--- src/rtl/spi_pkg.sv ---
// Shared constants for the SPI byte PHY: transfer width, FSM encodings and idle MISO level.
package spi_pkg;

    localparam int          SPI_DATA_W    = 8;
    localparam logic [0:0]  SPI_ST_IDLE   = 1'b0;
    localparam logic [0:0]  SPI_ST_ACTIVE = 1'b1;
    localparam logic        SPI_IDLE_MISO = 1'b1;

endpackage

--- src/rtl/spi_byte_phy_if.sv ---
// Byte-side bus between the SPI PHY (master modport) and the command layer (slave modport).
interface spi_byte_phy_if #(
    parameter int DATA_W = 8
);
    logic [DATA_W-1:0] tx_byte;
    logic              tx_req;
    logic [DATA_W-1:0] rx_byte;
    logic              rx_valid;
    logic              rx_first;
    logic              frame_start;
    logic              frame_end;
    logic              frame_partial;

    modport master (
        input  tx_byte,
        output tx_req, rx_byte, rx_valid, rx_first,
        output frame_start, frame_end, frame_partial
    );

    modport slave (
        output tx_byte,
        input  tx_req, rx_byte, rx_valid, rx_first,
        input  frame_start, frame_end, frame_partial
    );
endinterface

--- src/rtl/spi_edge_det.sv ---
// Edge detector on an already-synchronized level; rise/fall are combinational, high for the one clk
// where the level differs from its registered copy. No backpressure.
module spi_edge_det #(
    parameter logic RST_VAL = 1'b0
) (
    input  logic clk,
    input  logic rst_n,
    input  logic lvl,
    output logic rise,
    output logic fall
);
    logic lvl_q;

    always_ff @(posedge clk or negedge rst_n) begin
        if (!rst_n) begin
            lvl_q <= RST_VAL;
        end else begin
            lvl_q <= lvl;
        end
    end

    assign rise =  lvl & ~lvl_q;
    assign fall = ~lvl &  lvl_q;
endmodule

--- src/rtl/spi_byte_phy.sv ---
// SPI mode-0 byte PHY: deserializes MOSI, serializes tx_byte on MISO; strobes 1 clk after the edge.
// No backpressure: consumer must present tx_byte within 2 clk of tx_req.
module spi_byte_phy
    import spi_pkg::*;
#(
    parameter int   DATA_W    = SPI_DATA_W,
    parameter logic IDLE_MISO = SPI_IDLE_MISO
) (
    input  logic           clk,
    input  logic           rst_n,
    input  logic           sck_sync,
    input  logic           csb_sync,
    input  logic           mosi_sync,
    output logic           miso,
    spi_byte_phy_if.master bus
);
    localparam int            CW       = (DATA_W > 1) ? $clog2(DATA_W) : 1;
    localparam logic [CW-1:0] LAST_BIT = CW'(DATA_W - 1);

    logic              sck_rise, sck_fall;
    logic              csb_rise, csb_fall;
    logic [0:0]        state;
    logic [CW-1:0]     bit_cnt;
    logic              first_flag;
    logic [DATA_W-1:0] tx_shift;
    logic [DATA_W-2:0] rx_shift;
    logic [DATA_W-1:0] rx_next;
    logic [DATA_W-1:0] rx_byte_q;
    logic              rx_valid_q, rx_first_q, tx_req_q;
    logic              frame_start_q, frame_end_q, frame_partial_q;

    spi_edge_det #(.RST_VAL(1'b0)) u_sck_det (
        .clk   (clk),
        .rst_n (rst_n),
        .lvl   (sck_sync),
        .rise  (sck_rise),
        .fall  (sck_fall)
    );

    spi_edge_det #(.RST_VAL(1'b1)) u_csb_det (
        .clk   (clk),
        .rst_n (rst_n),
        .lvl   (csb_sync),
        .rise  (csb_rise),
        .fall  (csb_fall)
    );

    // Only DATA_W-1 bits are kept; the completed byte is formed with the incoming bit.
    assign rx_next = {rx_shift, mosi_sync};

    always_ff @(posedge clk or negedge rst_n) begin
        if (!rst_n) begin
            state           <= SPI_ST_IDLE;
            bit_cnt         <= '0;
            first_flag      <= 1'b0;
            tx_shift        <= '0;
            rx_shift        <= '0;
            rx_byte_q       <= '0;
            rx_valid_q      <= 1'b0;
            rx_first_q      <= 1'b0;
            tx_req_q        <= 1'b0;
            frame_start_q   <= 1'b0;
            frame_end_q     <= 1'b0;
            frame_partial_q <= 1'b0;
        end else begin
            rx_valid_q      <= 1'b0;
            rx_first_q      <= 1'b0;
            tx_req_q        <= 1'b0;
            frame_start_q   <= 1'b0;
            frame_end_q     <= 1'b0;
            frame_partial_q <= 1'b0;
            case (state)
                SPI_ST_IDLE: begin
                    // An sck rise coincident with select is dropped: mode 0 idles sck low.
                    if (csb_fall) begin
                        state         <= SPI_ST_ACTIVE;
                        frame_start_q <= 1'b1;
                        bit_cnt       <= '0;
                        first_flag    <= 1'b1;
                        tx_shift      <= bus.tx_byte;
                    end
                end
                default: begin
                    if (csb_rise) begin
                        state           <= SPI_ST_IDLE;
                        frame_end_q     <= 1'b1;
                        frame_partial_q <= (bit_cnt != '0);
                        bit_cnt         <= '0;
                    end else if (sck_rise) begin
                        rx_shift <= rx_next[DATA_W-2:0];
                        if (bit_cnt == LAST_BIT) begin
                            bit_cnt    <= '0;
                            rx_byte_q  <= rx_next;
                            rx_valid_q <= 1'b1;
                            rx_first_q <= first_flag;
                            first_flag <= 1'b0;
                            tx_req_q   <= 1'b1;
                        end else begin
                            bit_cnt <= bit_cnt + CW'(1);
                        end
                    end else if (sck_fall) begin
                        if (bit_cnt == '0) begin
                            tx_shift <= bus.tx_byte;
                        end else begin
                            tx_shift <= {tx_shift[DATA_W-2:0], 1'b0};
                        end
                    end
                end
            endcase
        end
    end

    assign miso              = (state == SPI_ST_ACTIVE) ? tx_shift[DATA_W-1] : IDLE_MISO;
    assign bus.rx_byte       = rx_byte_q;
    assign bus.rx_valid      = rx_valid_q;
    assign bus.rx_first      = rx_first_q;
    assign bus.tx_req        = tx_req_q;
    assign bus.frame_start   = frame_start_q;
    assign bus.frame_end     = frame_end_q;
    assign bus.frame_partial = frame_partial_q;
endmodule

--- src/flat_wrapper.sv ---
// flat-port wrapper written by rule: the top's interface ports become plain ports
module spi_byte_phy_flat import spi_pkg::*;
#(
    parameter int   DATA_W    = SPI_DATA_W,
    parameter logic IDLE_MISO = SPI_IDLE_MISO
)
  (clk, rst_n, sck_sync, csb_sync, mosi_sync, miso, bus_tx_byte, bus_tx_req, bus_rx_byte, bus_rx_valid, bus_rx_first, bus_frame_start, bus_frame_end, bus_frame_partial);
  spi_byte_phy_if #(.DATA_W(DATA_W)) bus_i ();
  input  logic clk;
  input  logic rst_n;
  input  logic sck_sync;
  input  logic csb_sync;
  input  logic mosi_sync;
  output logic miso;
  input wire logic [$bits(bus_i.tx_byte)-1:0] bus_tx_byte;
  output wire logic [$bits(bus_i.tx_req)-1:0] bus_tx_req;
  output wire logic [$bits(bus_i.rx_byte)-1:0] bus_rx_byte;
  output wire logic [$bits(bus_i.rx_valid)-1:0] bus_rx_valid;
  output wire logic [$bits(bus_i.rx_first)-1:0] bus_rx_first;
  output wire logic [$bits(bus_i.frame_start)-1:0] bus_frame_start;
  output wire logic [$bits(bus_i.frame_end)-1:0] bus_frame_end;
  output wire logic [$bits(bus_i.frame_partial)-1:0] bus_frame_partial;
  assign bus_i.tx_byte = bus_tx_byte;
  assign bus_tx_req = bus_i.tx_req;
  assign bus_rx_byte = bus_i.rx_byte;
  assign bus_rx_valid = bus_i.rx_valid;
  assign bus_rx_first = bus_i.rx_first;
  assign bus_frame_start = bus_i.frame_start;
  assign bus_frame_end = bus_i.frame_end;
  assign bus_frame_partial = bus_i.frame_partial;
  spi_byte_phy #(.DATA_W(DATA_W), .IDLE_MISO(IDLE_MISO)) u_core (.clk(clk), .rst_n(rst_n), .sck_sync(sck_sync), .csb_sync(csb_sync), .mosi_sync(mosi_sync), .miso(miso), .bus(bus_i));
endmodule
--- config.mk ---
export PLATFORM = sky130hd
export DESIGN_NAME = spi_byte_phy_flat
export DESIGN_NICKNAME = d
export VERILOG_FILES = /design/src/rtl/spi_pkg.sv /design/src/rtl/spi_byte_phy_if.sv /design/src/rtl/spi_edge_det.sv /design/src/rtl/spi_byte_phy.sv /design/src/flat_wrapper.sv
export SDC_FILE = /design/constraint.sdc
export NUM_CORES = 1
export LEC_CHECK = 0
export BUFFER_PORTS_ARGS = -buffer_cell sky130_fd_sc_hd__buf_2
export CAP_MARGIN = 20
export CORE_AREA = 3 3 56 68
export CTS_CLUSTER_SIZE = 20
export DETAILED_ROUTE_END_ITERATION = 16
export DIE_AREA = 0 0 59 71
export PLACE_DENSITY_LB_ADDON = 0.05
export SLEW_MARGIN = 20
export SYNTH_ARGS = -nofsm -noshare
export SYNTH_HDL_FRONTEND = slang
export SYNTH_SLANG_ARGS = --single-unit
export TNS_END_PERCENT = 5
--- constraint.sdc ---
create_clock -name clk -period 1.6 [get_ports clk]
set_input_delay 0.24 -clock clk [delete_from_list [all_inputs] [get_ports clk]]
set_output_delay 0.24 -clock clk [all_outputs]
set_load 0.005 [all_outputs]
==> metrics <==
Net Count, Synth 146; Total GRT Usage 0.165; Critical Path AT 1.66 ns; most frequent cells in the layout dfrtp_1 (34), buf_2 (27), mux2_2 (15); register clock-pin slew on the reported worst setup and hold paths 0.06 ns; Max Clock Freq 673 MHz; Skew-Pair Late Insertion Delay 0.28 ns; Inserted Clock Buffers 5; P&R area growth vs syn 18.4%; Initial Utilization 0.486; Yosys Warn Count 0; Overflow after GRT 0; Post-synth EDFFs 0; Worst Hold Class in2reg; total negative slack 0 ns; Diodes inserted 0; Final Power 2.19 mW; RSZ-0062 raised after global routing no; CP required 1.77 ns; Top Layer Used met4; drt total wl 3050 microns; wl on met1 1250 microns; Leakage 0.921 nW; root buffer cell clkbuf_8; Area contributors post-synth dfrtp_1 (53%), mux2_2 (11%), a311oi_1 (3.8%); relative slew slack 0.699; Synth top area share 0.534; synth unique cells 33; post-CTS setup buffers 0; global-route wire length before repair 5200 microns; path depth of the worst reg2reg path 4; Site Rows 23; Die Y 71 microns; Slew Limit Fails 0; outcome finished clean; Port Buf Inserts 27; fin crit share 0.929; DIE WIDTH 59 microns; Syn Area/Cell 12.4 sq um; final setup fails 0; Detailed Routing Iterations Pass 1 4; Final Instance Area 1890 sq um; routed wire length per instance 15.3 microns; Hold Fails Final Rpt 0; CP startpoint kind flop; I/O pin count 28; Final Skew 0.00280 ns; post-layout net count 179; hold path cells 1; final core occ 0.576; vias in the first global route 1,108; worst vdd ir 609 uV; # H-tree levels 2; Worst Max-Slew Pin Slew 0.449 ns; Mapped Cells 129; share of cells above drive strength 1 0.380; clock tree buffer depth 2; DRC 0; die footprint 4190 sq um; synthesized area 1590 sq um; GPL Wtd Cong 0.746; initial drt markers 40; DP HPWL 2150 microns; max-cap violations 0; met3 WL 168 microns; final std cells w/o fill 200; DR vias/cell 5.60; dpl cells 191; CTS tree done; commonest non-fill, non-tap cell in the layout dfrtp_1; CP Class reg2reg; Pwr Density 1160 nW/um^2; Synth Flop Type dfrtp_1; routed via count 1,119; met2 wire length 1580 microns; Worst Path Max Fanout 9; Setup crit end kind flop; largest net degree at the start of global routing 36; core area 3280 sq um; Final min period 1.49 ns; CTS Sinks 35; cell taking the most area after synthesis dfrtp_1; sequential area share after synthesis 0.550; asr flop ratio synth 1.00; ANT nets after route 0; placed cell areas 1780 sq um; synthesized flop and latch total 35; initial antenna violation count 0
worst paths after layout:
check | startpoint | end | slack, ns
max in group asynchronous | rst_n | u_core.u_csb_det.lvl_q | 0.74
setup reg to reg | u_core.bit_cnt[0] | u_core.bus.rx_byte[0] | 0.11
hold / removal | sck_sync | u_core.u_sck_det.lvl_q | 0.10
setup / recovery | u_core.bit_cnt[0] | u_core.bus.rx_byte[0] | 0.11
hold reg to reg | u_core.bus.rx_byte[7] | u_core.bus.rx_byte[7] | 0.50
min in group asynchronous | rst_n | u_core.state | 0.52
where the power goes:
| group | total, mW | internal (mW) | leakage [nW] | switching [mW] |
|---|---|---|---|---|
| clock | 0.595 | 0.305 | 0.0422 | 0.290 |
| combinational | 0.437 | 0.222 | 0.435 | 0.215 |
| sequential | 1.16 | 1.06 | 0.444 | 0.101 |
| total | 2.19 | 1.58 | 0.921 | 0.606 |
cells in the mapped netlist, types with 3 or more instances:
cell	n
nand2b_1	4
nand2_1	4
nand3b_1	6
dfrtp_1	34
mux2_2	15
o21ai_0	9
a311oi_1	7
inv_1	6
ha_1	4
a31oi_1	8
buf_2	3
sequential cells by signal, indices dropped and copies added, names as in the netlist:
signal	flops
u_core.state	1
u_core.bit_cnt	3
u_core.bus.frame_start	1
u_core.u_csb_det.lvl_q	1
u_core.tx_shift	8
u_core.bus.frame_end	1
u_core.bus.rx_valid	1
u_core.u_sck_det.lvl_q	1
u_core.bus.rx_first	1
u_core.first_flag	1
u_core.bus.frame_partial	1
u_core.rx_shift	7
u_core.bus.rx_byte	8
area by class of cell:
cell class              count  area (sq um)
fillers                   285          1390
flip-flops and latches     35           877
multi-input cells          78           643
repair buffers             36           218
clock buffers               7          76.3
well taps                  37          46.3
inverters                   6          22.5
clock inverters             1          5.00
per-layer routing:
metal,vias up,GRT usage
li1,532,-
met3,5,0.0584
met5,-,0
met2,35,0.260
met4,0,0.0605
met1,547,0.208
cells by family (layout without fill, tap and decap cells):
| family | count (synthesis) | in the layout | synth area share |
|---|---|---|---|
| AO/OA/AOI/OAI | 32 | 32 | 0.133 |
| buffers and inverters | 16 | 50 | 0.0542 |
| adder cells (fa/ha/maj) | 4 | 4 | 0.0314 |
| flip-flops | 35 | 35 | 0.550 |
| multiplexers | 17 | 17 | 0.119 |
| AND/OR/NAND/NOR | 25 | 25 | 0.112 |
critical path, stage by stage, from the launching register on:
cell and delay (ns):
dfrtp_1 0.40, ha_1 0.23, ha_1 0.22, nand4_4 0.17, mux2_2 0.36
repair_timing:
item	in CTS	in global routing
endpoints found under the hold margin	23	0
setup endpoints to repair	8	5
hold buffers	1	0
resized for setup	1	2
gates cloned	0	0
stage by stage:
stage               setup slack (ns)  hold WS [ns]
detailed placement           -0.0671         0.304
finish                         0.113         0.102
global route                  0.0192        0.0976
floorplan                      0.213       -0.0556
global placement             -0.0181         0.298
CTS                           0.0536        0.0935
No activity file was read; power rests on OpenSTA's default activity.
